$ cat src/rtl/sort_seq.sv
// Sequential bubble sorter: N 4-bit unsigned elements, sorted in place
// in ascending order. All pairs are compared on one shared magnitude
// comparator, at one comparison per clock.

// 4-bit unsigned magnitude comparator: y=1 iff a>b.
module strongmore (
  input  logic [3:0] a,
  input  logic [3:0] b,
  output logic       y
);
  assign y = (a > b);
endmodule

module sort_seq #(
  parameter int N = 4
) (
  input  logic           clk,
  input  logic           reset,
  input  logic           start,
  input  logic [4*N-1:0] din,
  output logic           busy,
  output logic           done,
  output logic [4*N-1:0] dout,
  output logic [5:0]     swap_cnt
);
  localparam int IW = (N <= 2) ? 1 : $clog2(N);
  localparam logic [IW-1:0] LAST = IW'(N - 2);
  localparam logic [2:0]    PMAX = 3'(N - 2);

  typedef enum logic [1:0] {IDLE, CMP, DONE} state_t;

  state_t              state, nxt;
  logic [N-1:0][3:0]   r;
  logic [IW-1:0]       idx, idx1;
  logic [2:0]          pass;
  logic                swapped;
  logic                y;
  logic                last;
  logic                cont;

  assign idx1 = idx + 1'b1;
  assign last = (idx == LAST);
  // Another pass is needed only if the pass now ending swapped something
  // (including the swap in this cycle) and the pass limit is not reached.
  assign cont = (pass < PMAX) && (swapped || y);

  strongmore u_cmp (
    .a (r[idx]),
    .b (r[idx1]),
    .y (y)
  );

  assign dout = r;
  assign busy = (state == CMP);
  assign done = (state == DONE);

  // State register; reset wins in every state.
  always_ff @(posedge clk) begin
    if (reset) state <= IDLE;
    else       state <= nxt;
  end

  // Next-state logic.
  always_comb begin
    nxt = state;
    case (state)
      IDLE:    if (start) nxt = CMP;
      CMP:     if (last && !cont) nxt = DONE;
      DONE:    nxt = IDLE;
      default: nxt = IDLE;
    endcase
  end

  // Element registers, pass/index counters, and swap bookkeeping.
  always_ff @(posedge clk) begin
    if (reset) begin
      r        <= '0;
      swap_cnt <= '0;
      idx      <= '0;
      pass     <= '0;
      swapped  <= 1'b0;
    end else begin
      case (state)
        IDLE: begin
          if (start) begin
            r        <= din;
            swap_cnt <= '0;
            idx      <= '0;
            pass     <= '0;
            swapped  <= 1'b0;
          end
        end
        CMP: begin
          // Strict greater-than only, so equal keys keep their order.
          if (y) begin
            r[idx]   <= r[idx1];
            r[idx1]  <= r[idx];
            swapped  <= 1'b1;
            swap_cnt <= swap_cnt + 6'd1;
          end
          if (!last) begin
            idx <= idx1;
          end else if (cont) begin
            // This assignment overrides the set above: the new pass starts clean.
            idx     <= '0;
            pass    <= pass + 3'd1;
            swapped <= 1'b0;
          end
        end
        default: ;
      endcase
    end
  end
endmodule

$ cat config.mk
export PLATFORM = sky130hd
export DESIGN_NAME = sort_seq
export DESIGN_NICKNAME = d
export VERILOG_FILES = /design/src/rtl/sort_seq.sv
export SDC_FILE = /design/constraint.sdc
export NUM_CORES = 1
export LEC_CHECK = 0
export ABC_AREA = 1
export CAP_MARGIN = 30
export CORE_ASPECT_RATIO = 0.7
export CORE_MARGIN = 1
export CORE_UTILIZATION = 50
export DETAILED_ROUTE_END_ITERATION = 16
export PLACE_DENSITY_LB_ADDON = 0.25
export SLEW_MARGIN = 20
export SYNTH_ARGS = -nofsm -noshare
export SYNTH_HDL_FRONTEND = slang
export SYNTH_SLANG_ARGS = --single-unit
$ cat constraint.sdc
create_clock -name clk -period 3.4 [get_ports clk]
set_input_delay 0.68 -clock clk [delete_from_list [all_inputs] [get_ports clk]]
set_output_delay 0.68 -clock clk [all_outputs]
set_load 0.03 [all_outputs]
# Word-level counts from Yosys, hierarchy flattened
# Cells that the tools add are included.
[word_totals]
reg_bits = 30
latch_bits = 0
ram_bits = 0
rom_bits = 0
inputBits = 19
out_inout_bits = 24
word_cells = 72
n_memories = 0
[op_classes]
add_sub_neg = 3
multipliers = 0
n_div = 0
order_cmp = 6
eq_ne = 9
shift = 0
muxes = 32
bitwise = 0
reduce_logical = 13
[op_table]
columns = ["op", "n"]
rows = [
  ["16-bit bitwise mux", 2],
  ["16-bit 2-to-1 mux", 2],
  ["16-bit one-hot mux with 2 select lines", 1],
  ["4-bit binary-select mux with 2-bit select", 2],
  ["4-bit demux with 2-bit select", 2],
  ["4-bit 2-to-1 mux", 4],
  ["6-bit 2-to-1 mux", 2],
  ["6-bit one-hot mux with 2 select lines", 1],
  ["2-bit 2-to-1 mux", 5],
  ["3-bit 2-to-1 mux", 3],
  ["2-bit one-hot mux with 2 select lines", 2],
  ["6-bit by 1-bit adder with 6-bit output, second input constant", 1],
  ["2-bit by 3-bit less-than comparator with 1-bit output, second input constant", 2],
  ["2-bit by 1-bit inequality test with 1-bit output, second input constant", 3],
  ["3-bit one-hot mux with 2 select lines", 1],
  ["3-bit AND reduction", 2],
  ["2-bit == test, second input constant", 2],
  ["2-bit by 1-bit >= comparator with 1-bit output, second input constant", 2],
  ["4-bit greater-than comparator", 1],
  ["1-bit logical AND", 4],
  ["1-bit 2-to-1 mux", 4],
  ["2-bit inequality test, second input constant", 2],
  ["2-bit AND reduction", 2],
  ["4-bit AND reduction", 1],
  ["10 further kinds", 10],
]

# Longest topological paths before layout
# Gate-level depths: netlist of the first run.
[logic_depth]
word_depth = 10
ltp_mapped = 22
ltp_nobuf = 20

# By module
# From an unflattened synthesis of the first run, not the netlist that was laid out.
[hier_totals]
hier_cells = 368
hier_area_um2 = 2273.4
[modules_own_cells]
columns = ["module", "n_inst", "cells_each", "area_per_inst_um2", "seq_area_each_um2"]
rows = [
  ["sort_seq", 1, 349, 2164.6, 600.6],
  ["strongmore", 1, 19, 108.9, 0.0],
]

# Least setup slack after synthesis of the first run
# OpenSTA, ideal clock, no wires.
[synth_path]
path_kind = "reg2reg"
from = "register idx[0]"
to = "register r, in the netlist dout[4]"
setup_time_ps = 64
arrival_time_ps = 2429
required_time_ps = 3336
path_slack_ps = 907
path_stages_with_launch = 20
path_buffers = 3
synth_period_minus_slack_ps = 2493
path_cell_list = "dfxtp_1 -> buf_6 -> inv_4 -> buf_6 -> ha_1 -> inv_1 -> nand3_1 -> nand2_1 -> ha_1 -> nand2_1 -> inv_1 -> nand2_1 -> nand2_1 -> nand2_1 -> o21ai_4 -> buf_6 -> nand2_4 -> nand2_1 -> nand2_1 -> nor2_1"
[synth_via]
elab_chain_cells = 8
word_cells_on_any_way = 22
classes_between = "add/sub (1); order compare (5); eq/ne (1); mux (12); reduce/logical (3)"
[synth_lines]
columns = ["item", "line_no", "rtl"]
rows = [
  ["from (decl)", "34", "logic [IW-1:0] idx, idx1;"],
  ["from (signal assigned)", "102", "idx <= idx1;"],
  ["2-bit by 1-bit adder with 2-bit output, or another cell as far along", "41", "assign idx1 = idx + 1'b1;"],
  ["2-bit by 3-bit less-than comparator with 1-bit output (not written as such), or another cell as far along", "97", "r[idx1] <= r[idx];"],
  ["1-bit logical AND (not written as such) / 4-bit 2-to-1 mux (equally long branches)", "97, 96", ""],
  ["4-bit 2-to-1 mux (not written as such) / 4-bit demux with 2-bit select (equally long branches)", "97, 96", ""],
  ["4-bit demux with 2-bit select / 16-bit bitwise mux (equally long branches)", "97, 96", ""],
  ["16-bit bitwise mux", "97", ""],
  ["16-bit 2-to-1 mux", "95", "if (y) begin"],
  ["16-bit one-hot mux with 2 select lines", "83", "case (state)"],
  ["to (signal assigned)", "86", "r <= din;"],
  ["to (signal, indexed assignment)", "96", "r[idx] <= r[idx1];"],
  ["to (signal, indexed assignment)", "97", ""],
  ["to (decl)", "33", "logic [N-1:0][3:0] r;"],
]
# Parallel ways exist; a longest one is shown, timed or not. The select of a mux whose other input is x is not followed.
# A chain may end at the register's enable or synchronous reset.

# Worst setup path after layout of the first run
[layout_path]
from = "register idx[1]"
to = "register r, in the netlist dout[2]"
# Same word-level chain as after synthesis.

==> impl_metrics.csv, run 1 <==
group,metric,value,unit
clock_tree,cts.reportedPaths.clkPinSlew,0.07,ns
floorplanning,start_util,54.23,%
worst_setup_path,r2r_start,"idx[1]",
drt,drtAntennaViolNets,0,
floorplanning,coreArea,4065,um^2
worst_setup_path,required,3.62,ns
sta,worst_pin_slew,0.7725,ns
finish,num-nets-final,452,
grt,grt_util_all_layers,28.90,%
synthesis,synth_compound_area_share,8.683,%
grt,overflow,0,
clock_tree,cts_setup_buffers,0,
synthesis,synth-simple-area-share,45.40,%
floorplanning,ioPinCount,43,
worst_setup_path,crit_chain,"inv_1 -> ha_1 -> inv_1 -> nand3_1 -> nand2_1 -> ha_1 -> nand2_1 -> inv_1 -> nand2_1 -> nand2_1 -> nand2_1 -> o21ai_4 -> nand2_1 -> nand2_1 -> nand2_1 -> nor2_1",
sta,min_period,3.022,ns
drt,drt_iter0_markers,227,
worst_setup_path,crit_buf_inv,3,
worst_setup_path,end_kind,"flip-flop",
worst_hold_path,hold_path.class,"reg2reg",
synthesis,synth_fa_ha_area_share,7.378,%
power_and_ir_drop,powerDensity,1118,nW/um^2
grt,grt_max_degree,27,
floorplanning,die_width,81.37,um
place,port_buffers,42,
synthesis,synth_xor_area_share,1.192,%
worst_setup_path,timing.critical_path.from,"idx[1]",
power_and_ir_drop,max-vdd-ir-drop,0.7200,mV
power_and_ir_drop,combPwrFrac,68.6,%
place,place.gp.congestion,0.9603,
synthesis,synth_nets,406,
grt,grt_pass1_vias,2085,
finish,antenna_cells,0,
synthesis,netlist_instances,374,
worst_setup_path,crit_path_start_kind,"flip-flop",
sta,final_max_slew_viol_count,0,
drt,routedWlPerCell,13.18,um
synthesis,ys_seq_area_share,27.24,%
synthesis,synth.distinct_cells,24,
clock_tree,h-tree-depth,2,
finish,seq_area,600.6,um^2
sta,tns,0,ns
worst_setup_path,max_stage_delay,0.49,ns
synthesis,synth_edf_count,0,
clock_tree,clk_latency,0.29,ns
finish,syn_to_final_growth,25.48,%
drt,first_pass_iters,5,
sta,min_period_over_period,88.88,%
sta,grt_setup_unrepaired,"no",
drt,via_per_inst,5.197,
power_and_ir_drop,power_leakage,1.314,nW
drt,routed_wl,6234,um
floorplanning,die_h,57.56,um
finish,multi_input_area,1381,um^2
power_and_ir_drop,clkPwrFrac,9.9,%
synthesis,async_flop_share,0,%
grt,antenna_found_initial,0,
place,hpwlAfterDp,4609,um
outcome,status,"finished, final reports clean",
clock_tree,clock_sinks,30,
worst_setup_path,crit_top_cell,"nand2_1",
synthesis,netlist_area,2205,um^2
finish,n_fill_cell,388,
power_and_ir_drop,intPower,1.429,mW
floorplanning,rows,19,
drt,remaining_drc_errors,0,
worst_setup_path,criticalPathCategory,"reg2reg",
floorplanning,die_area,4683,um^2
finish,drive_gt1_share,5.463,%
synthesis,netlist_top_cells_area,"dfxtp_1 (27%), nand2_1 (27%), nor2_1 (8.9%)",
power_and_ir_drop,swShare,53.79,%
worst_hold_path,hold_start,"swap_cnt[5]",
job,max_cap_viol_count,0,
sta,clock.fmax,330.9,MHz
worst_setup_path,crit_fanout,9,
synthesis,synth_top_area_share,27.24,%
synthesis,synth-seq-cells,30,
power_and_ir_drop,switchingPower,1.664,mW
sta,setup_viol_count_final,0,
worst_setup_path,crit_family,"simple AND/OR/NAND/NOR gates",
clock_tree,cts_tree,"built",
worst_setup_path,cp.arrival,3.24,ns
clock_tree,cts_max_path_buffers,2,
synthesis,synth_warnings,0,
synthesis,synth_top_family_by_area,"simple AND/OR/NAND/NOR gates",
clock_tree,hold_buffers,0,
synthesis,synth_flop_cell,"dfxtp_1",
grt,grt_pass1_wl,10140,um
synthesis,syn_avg_cell_area,5.895,um^2
drt,vias,2458,
sta,hold_viol,0,
sta,timing.hold.ws,0.5114,ns
clock_tree,cts-buffers-inserted,5,
synthesis,synth_largest_area_cell,"dfxtp_1",
synthesis,muxShareOfSynthArea,0,%
sta,relSlewSlack,48.44,%
worst_setup_path,critical_path.slowest_cell,"dfxtp_1",
clock_tree,clockRootBuffer,"clkbuf_8",
sta,skew,0.003125,ns
power_and_ir_drop,p_seq_share,21.5,%
clock_tree,cts_resized,0,
[through the flow]
| step | total power, mW | util (%) | worst slack, ns | cell area, um^2 | cells |
|---|---|---|---|---|---|
| final | 3.093 | 68.05 | 0.3780 | 2766 | 473 |
| after CTS | 3.011 | 67.31 | 0.2278 | 2736 | 469 |
| after floorplan | 2.121 | - | 0.9072 | 2205 | 374 |
| after global placement | 2.676 | 65.07 | 0.3829 | 2645 | 461 |
| after global routing | 3.378 | 68.05 | 0.04477 | 2766 | 473 |
| after detailed placement | 2.697 | 65.07 | 0.2538 | 2645 | 461 |
[layout by cell type, fill, tap and decap left out]
master           netlist  routed
ha_1                  13      13
clkinv_2               0       1
nor3_1                 3       3
a21oi_1               11      11
inv_1                 37      37
nor2_1                52      52
nand2_4                2       2
a21oi_2                1       1
o21ai_0                1       1
nand3_1               27      27
xor2_1                 1       1
clkdlybuf4s50_1        0      42
xnor2_1                2       2
dfxtp_1               30      30
o21ai_4                1       1
nor2_8                 1       1
clkbuf_1               3       1
o22ai_1               17      17
buf_4                  1       7
nand2_1              160     160
inv_4                  2       2
inv_2                  1       1
and3_1                 1       1
or2_2                  1       1
clkbuf_8               0       6
[final cells by class]
class | count | share of cell area [%]
Sequential cell | 30 | 21.71
Clock inverter | 1 | 0.1809
Clock buffer | 7 | 3.121
Inverter | 40 | 5.608
Timing Repair Buffer | 49 | 17.10
Tap cell | 52 | 2.352
Multi-Input combinational cell | 294 | 49.93
[cells by family (layout without fill, tap and decap cells)]
family	count (synthesis)	count (layout)
simple gates	247	247
buf+inv	50	97
compound gates	31	31
flops	30	30
fa+ha+maj	13	13
xor+xnor	3	3
[cell usage after synthesis, types with 3 or more instances]
| master | n |
|---|---|
| a21oi_1 | 11 |
| buf_2 | 3 |
| buf_6 | 3 |
| clkbuf_1 | 3 |
| dfxtp_1 | 30 |
| ha_1 | 13 |
| inv_1 | 37 |
| nand2_1 | 160 |
| nand3_1 | 27 |
| nor2_1 | 52 |
| nor3_1 | 3 |
| o22ai_1 | 17 |
[sequential cells by signal, summed over array words and instances (netlist names)]
register / cells
dout: 16
pass: 3
state: 2
swapped: 1
swap_cnt: 6
idx: 2
[per-layer routing]
metal	vias up	track usage (%)	share of wire [%]
met1	1087	44.88	52
met5	-	0	0
li1	1257	-	-
met2	107	39.88	39
met4	0	5.612	0.77
met3	7	6.720	8.4
[worst paths after layout]
check        slack [ns]          end  depth (start not counted)
min reg2reg        0.51  swap_cnt[5]                          2
max                0.38      dout[2]                         16
min                0.51  swap_cnt[5]                          2
max reg2reg        0.38      dout[2]                         16
[power groups by stage]
stage / clock network [mW] / registers [mW] / logic (mW)
after floorplan: 0 / 0.807 / 1.31
final: 0.306 / 0.665 / 2.12
after global placement: 0 / 0.656 / 2.02
after global routing: 0.322 / 0.680 / 2.38
after detailed placement: 0 / 0.664 / 2.03
after CTS: 0.306 / 0.658 / 2.05
[worst register-to-register path: stages, from the launching register on]
cell and delay [ns]:
dfxtp_1 0.49, inv_1 0.23, ha_1 0.41, inv_1 0.10, nand3_1 0.09, nand2_1 0.16, ha_1 0.35, nand2_1 0.06
inv_1 0.06, nand2_1 0.05, nand2_1 0.05, nand2_1 0.11, o21ai_4 0.27, nand2_1 0.22, nand2_1 0.10, nand2_1 0.06
nor2_1 0.14
Note: power is estimated with default switching activity, not from simulation.
==> inputs of run 2 (changes only) <==
==> constraint.sdc (replaced) <==
create_clock -name clk -period 3 [get_ports clk]
set_input_delay 0.6 -clock clk [delete_from_list [all_inputs] [get_ports clk]]
set_output_delay 0.6 -clock clk [all_outputs]
set_load 0.03 [all_outputs]
==> impl_metrics.csv, run 2 (synthesized netlist as in run 1, its figures left out) <==
group,metric,value,unit
grt,antenna_found_initial,0,
floorplanning,start_util,54.23,%
worst_setup_path,crit_fanout,20,
clock_tree,cts_tree,"built",
sta,min_period,2.709,ns
grt,grt_pass1_wl,10630,um
finish,post-route-cell-area,2773,um^2
drt,routed_wl,6521,um
floorplanning,die_h,57.56,um
sta,worst_pin_slew,0.8262,ns
finish,syn_to_final_growth,25.77,%
clock_tree,clock_sinks,30,
worst_setup_path,max_stage_delay,0.38,ns
worst_setup_path,required,3.16,ns
clock_tree,cts.reportedPaths.clkPinSlew,0.07,ns
drt,vias,2458,
clock_tree,clk_latency,0.29,ns
finish,n_fill_cell,373,
drt,drt_iter0_markers,331,
power_and_ir_drop,power_leakage,1.314,nW
sta,timing.hold.ws,0.5160,ns
place,place.gp.congestion,0.9589,
power_and_ir_drop,combPwrFrac,68.6,%
job,max_cap_viol_count,0,
worst_setup_path,crit_chain,"inv_4 -> ha_1 -> inv_1 -> nand3_1 -> nand2_1 -> ha_1 -> nand2_1 -> nand2_1 -> nand2_1 -> nand2_1 -> nand2_1 -> o21ai_4 -> buf_4 -> inv_1 -> nand2_1 -> a21oi_1",
power_and_ir_drop,p_seq_share,21.4,%
worst_setup_path,crit_top_cell,"nand2_1",
sta,setup_viol_count_final,0,
drt,via_per_inst,5.197,
clock_tree,clockRootBuffer,"clkbuf_8",
grt,grt_util_all_layers,30.95,%
power_and_ir_drop,max-vdd-ir-drop,0.8241,mV
place,hpwlAfterDp,4748,um
place,pre_cts_ws,0.1928,ns
sta,grt_setup_unrepaired,"yes",
sta,clock.fmax,369.2,MHz
sta,hold_viol,0,
floorplanning,die_area,4683,um^2
power_and_ir_drop,intPower,1.620,mW
finish,drive_gt1_share,6.176,%
place,placed_area,2675,um^2
clock_tree,hold_buffers,0,
finish,num-nets-final,452,
grt,grt_pass1_vias,2160,
finish,antenna_cells,0,
power_and_ir_drop,powerDensity,1274,nW/um^2
grt,grt_max_degree,27,
floorplanning,coreArea,4065,um^2
power_and_ir_drop,swShare,54.14,%
clock_tree,h-tree-depth,2,
power_and_ir_drop,clkPwrFrac,10.0,%
drt,routedWlPerCell,13.79,um
floorplanning,die_width,81.37,um
worst_setup_path,criticalPathCategory,"reg2reg",
power_and_ir_drop,total_power,3.532,mW
clock_tree,cts-buffers-inserted,5,
floorplanning,rows,19,
sta,relSlewSlack,44.86,%
worst_setup_path,end_kind,"flip-flop",
drt,first_pass_iters,5,
outcome,status,"finished, final reports clean",
worst_setup_path,crit_path_start_kind,"flip-flop",
finish,largest_reg_flops,16,
worst_setup_path,cp.arrival,2.87,ns
sta,final_max_slew_viol_count,0,
worst_setup_path,critical_path.slowest_cell,"dfxtp_1",
drt,drtAntennaViolNets,0,
place,port_buffers,42,
sta,skew,0.007824,ns
grt,overflow,0,
worst_hold_path,hold_path.class,"reg2reg",
sta,min_period_over_period,90.29,%
finish,mostFrequentLayoutCell,"nand2_1",
drt,remaining_drc_errors,0,
power_and_ir_drop,switchingPower,1.912,mW
floorplanning,ioPinCount,43,
clock_tree,cts_max_path_buffers,2,
finish,mostFrequentLayoutCells,"nand2_1 (158), nor2_1 (52), clkdlybuf4s50_1 (42), inv_1 (37), dfxtp_1 (29)",
sta,fin_ws,0.2914,ns
[run 2: cell count changes in the layout (fill, tap and decap cells not counted)]
cell	before	now
dfxtp_1	30	29
dfxtp_2	0	1
nand2_1	160	158
nand2_2	0	2
[run 2: what timing repair did]
action                     CTS  global route
gates resized for setup      0             3
setup buffers                0             0
setup endpoints to repair    0            14
[run 2: area by class of cell]
cell class	count	area, um^2	area share, %
Inverter	40	155.1	5.596
Multi-Input combinational cell	294	1386	50.00
Clock buffer	7	86.33	3.114
Clock inverter	1	5.005	0.1805
Timing Repair Buffer	49	473.0	17.06
Sequential cell	30	601.8	21.71
Tap cell	52	65.06	2.347
[run 2: metal layers]
metal  GRT usage, %  share of wire [%]
met5              0                  0
met2          41.67                 40
met3          8.480                7.1
met1          47.56                 51
met4          7.398                1.3
[run 2: worst max-delay path, delay by kind of cell, from the launching register on]
family / cells / cell delay (ns)
compound gates: 2 / 0.36
fa+ha+maj: 2 / 0.71
buf+inv: 4 / 0.54
flops: 1 / 0.38
simple gates: 8 / 0.60
[run 2: path summary, 6_finish.rpt]
check | from | to | slack (ns) | depth (start not counted)
worst max register to register | idx[0] | swap_cnt[5] | 0.29 | 16
worst max-delay path | idx[0] | swap_cnt[5] | 0.29 | 16
worst min register to register | swap_cnt[5] | swap_cnt[5] | 0.52 | 2
worst min-delay path | swap_cnt[5] | swap_cnt[5] | 0.52 | 2
[run 2: power by group through the flow]
stage,Combinational [mW],Sequential [mW],Clock (mW)
after floorplan,1.49,0.914,0
after global placement,2.35,0.754,0
after detailed placement,2.37,0.756,0
after CTS,2.39,0.749,0.351
after global routing,2.71,0.776,0.374
final,2.42,0.755,0.353
[run 2: stage by stage]
step	TNS [ns]	util [%]	instances
after floorplan	0	-	374
after global placement	0	65.80	465
final	0	68.21	473
after global routing	-0.02108	68.21	473
after CTS	0	68.05	473
after detailed placement	0	65.80	465
==> inputs of run 3 (changes only) <==
--- a/config.mk
+++ b/config.mk
@@ -15,4 +15,5 @@
 export SLEW_MARGIN = 20
 export SYNTH_ARGS = -nofsm -noshare
 export SYNTH_HDL_FRONTEND = slang
+export SYNTH_HIERARCHICAL = 1
 export SYNTH_SLANG_ARGS = --single-unit
==> impl_metrics.csv, run 3 <==
group,metric,value,unit
sta,final_max_slew_viol_count,0,
drt,drtAntennaViolNets,0,
worst_setup_path,crit_path_end,"dout[7]",
grt,overflow,0,
grt,grt_max_degree,36,
synthesis,synth_edf_count,0,
synthesis,yosysMostFrequentCell,"nand2_1",
grt,grt_use_met2,43.33,%
grt,use_met1,42.18,%
worst_setup_path,reg2reg_to,"dout[7]",
clock_tree,cts.reportedPaths.clkPinSlew,0.07,ns
synthesis,ys_seq_area_share,26.42,%
synthesis,synth_nets,401,
worst_hold_path,hold_path.class,"reg2reg",
sta,timing.hold.ws,0.5069,ns
grt,grt_util_all_layers,29.05,%
floorplanning,rows,20,
worst_setup_path,criticalPathCategory,"reg2reg",
sta,hold_viol,0,
finish,num-nets-final,451,
synthesis,synth_warnings,6,
grt,grt_pass1_vias,2325,
sta,worst_pin_slew,0.5161,ns
synthesis,synth.distinct_cells,26,
worst_setup_path,timing.critical_path.from,"idx[0]",
drt,vias,2526,
sta,skew,0.006739,ns
grt,antenna_found_initial,0,
drt,routed_wl,6429,um
sta,clock.fmax,362.8,MHz
synthesis,synth-simple-area-share,44.69,%
sta,relSlewSlack,65.38,%
finish,mostFrequentLayoutCells,"nand2_1 (108), nand3_1 (63), inv_1 (45), clkdlybuf4s50_1 (42), dfxtp_1 (30)",
floorplanning,die_h,58.42,um
synthesis,synth_xor_area_share,0.3853,%
finish,drive_gt1_share,11.00,%
clock_tree,clock_sinks,30,
drt,via_per_inst,5.340,
drt,drt_iter0_markers,173,
worst_setup_path,r2r_start,"idx[0]",
sta,min_period_over_period,91.89,%
floorplanning,ioPinCount,43,
synthesis,synth_largest_area_cell,"dfxtp_1",
worst_setup_path,crit_chain,"clkinv_2 -> ha_2 -> inv_1 -> nand3_1 -> and2_1 -> inv_1 -> ha_1 -> nand2_1 -> inv_1 -> nand2_1 -> a21oi_2 -> inv_1 -> o21ai_4 -> buf_12 -> o31ai_2 -> inv_1 -> a21oi_1",
synthesis,netlist_top_cells_area,"dfxtp_1 (26%), nand2_1 (18%), nand3_1 (14%)",
place,port_buffers,42,
synthesis,synth_fa_ha_area_share,7.705,%
sta,setup_viol_count_final,0,
synthesis,synth-seq-cells,30,
floorplanning,start_util,52.21,%
job,max_cap_viol_count,0,
floorplanning,die_area,4825,um^2
clock_tree,clockRootBuffer,"clkbuf_8",
worst_setup_path,required,3.17,ns
worst_setup_path,rrSetupSlack,0.24,ns
grt,grt_pass1_wl,10700,um
finish,antenna_cells,0,
drt,first_pass_iters,4,
floorplanning,coreArea,4354,um^2
clock_tree,clk_latency,0.28,ns
synthesis,muxShareOfSynthArea,0,%
finish,mostFrequentLayoutCell,"nand2_1",
worst_setup_path,r2r_cells,17,
worst_setup_path,max_stage_delay,0.38,ns
finish,syn_to_final_growth,27.57,%
synthesis,syn_avg_cell_area,6.178,um^2
outcome,status,"finished, final reports clean",
clock_tree,h-tree-depth,2,
sta,grt_setup_unrepaired,"no",
worst_setup_path,crit_fanout,10,
power_and_ir_drop,powerDensity,1215,nW/um^2
worst_setup_path,crit_buf_inv,7,
clock_tree,cts_tree,"built",
clock_tree,cts-buffers-inserted,5,
synthesis,synth_top_area_share,26.42,%
synthesis,netlist_instances,368,
power_and_ir_drop,p_seq_share,20.1,%
worst_setup_path,crit_path_start_kind,"flip-flop",
drt,remaining_drc_errors,0,
synthesis,synth_top_family_by_area,"simple AND/OR/NAND/NOR gates",
drt,routedWlPerCell,13.59,um
synthesis,netlist_area,2273,um^2
place,hpwlAfterDp,4795,um
worst_setup_path,cp.depth,17,
worst_setup_path,crit_family,"buffers and inverters",
worst_setup_path,end_kind,"flip-flop",
worst_setup_path,cp.arrival,2.93,ns
synthesis,synth_compound_area_share,10.62,%
clock_tree,cts_max_path_buffers,2,
sta,tns,0,ns
power_and_ir_drop,intPower,1.641,mW
grt,grt_busiest_layer,"met2",
power_and_ir_drop,clkPwrFrac,8.7,%
power_and_ir_drop,power_leakage,1.294,nW
power_and_ir_drop,swShare,53.42,%
synthesis,synth_flop_cell,"dfxtp_1",
worst_setup_path,critical_path.slowest_cell,"ha_2",
finish,largest_reg_flops,16,
worst_setup_path,crit_top_cell,"inv_1",
power_and_ir_drop,switchingPower,1.882,mW
floorplanning,die_width,82.60,um
grt,use_met3,5.891,%
sta,min_period,2.757,ns
power_and_ir_drop,max-vdd-ir-drop,0.6735,mV
power_and_ir_drop,combPwrFrac,71.2,%
synthesis,synth_common_cells,"nand2_1 (108), nand3_1 (65), inv_1 (45), dfxtp_1 (30), a21oi_1 (25)",
place,place.gp.congestion,0.9277,
synthesis,async_flop_share,0,%
[run 3: timing repair]
action / in CTS / in global routing
hold buffers: 0 / 0
setup endpoints to repair: 0 / 27
endpoints found under the hold margin: 0 / 0
gates resized for setup: 0 / 8
setup buffers: 0 / 1
[run 3: metal layers]
metal	share of wire, %	vias to the layer above
met2	42	98
met1	49	1150
met3	8.7	4
met4	0.56	0
met5	0	-
li1	-	1274
[run 3: area by class of cell]
cell class,count,area [um^2]
multi-input cells,282,1469
repair buffers,52,508.0
fillers,414,1454
inverters,47,177.7
well taps,55,68.82
flip-flops and latches,30,600.6
clock buffers,7,76.32
[run 3: power groups by stage]
stage	clock network [mW]	registers [mW]	logic [mW]
floorplan	0	0.899	1.44
global placement	0	0.712	2.31
detailed placement	0	0.712	2.35
CTS	0.310	0.708	2.35
global route	0.327	0.732	2.77
finish	0.306	0.709	2.51
[run 3: metrics by stage]
step,area [um^2],instances,setup slack (ns),total power [mW],util [%]
6_report,2900,473,0.2433,3.523,66.61
5_1_grt,2900,473,0.03021,3.827,66.61
4_1_cts,2855,472,0.06367,3.373,65.57
3_5_place_dp,2779,465,0.08299,3.058,63.82
3_3_place_gp,2779,465,0.2556,3.018,63.82
2_1_floorplan,2277,368,0.04768,2.338,-
[run 3: worst min path at each step]
stage | from | end | slack, ns | depth (start not counted)
2_1_floorplan | swapped | swapped | 0.46 | 2
3_3_place_gp | pass[2] | pass[2] | 0.49 | 2
3_5_place_dp | swapped | swapped | 0.49 | 2
4_1_cts | swapped | swapped | 0.50 | 2
5_1_grt | swapped | swapped | 0.54 | 2
6_report | swap_cnt[2] | swap_cnt[2] | 0.51 | 2
[run 3: cell families (layout without fill, tap and decap cells)]
logic type | count (synthesis) | in the layout
adders and majority gates | 14 | 14
xor gates and xnor gates | 1 | 1
AOI/OAI and AO/OA | 41 | 41
buffers and inverters | 56 | 106
DFF | 30 | 30
and+or+nand+nor | 226 | 226
[run 3: worst min-delay path, delay by kind of cell (launching register included)]
kind                   cells  cell delay, ns
buffers and inverters      1            0.07
flip-flops                 1            0.33
AO/OA/AOI/OAI              1            0.06
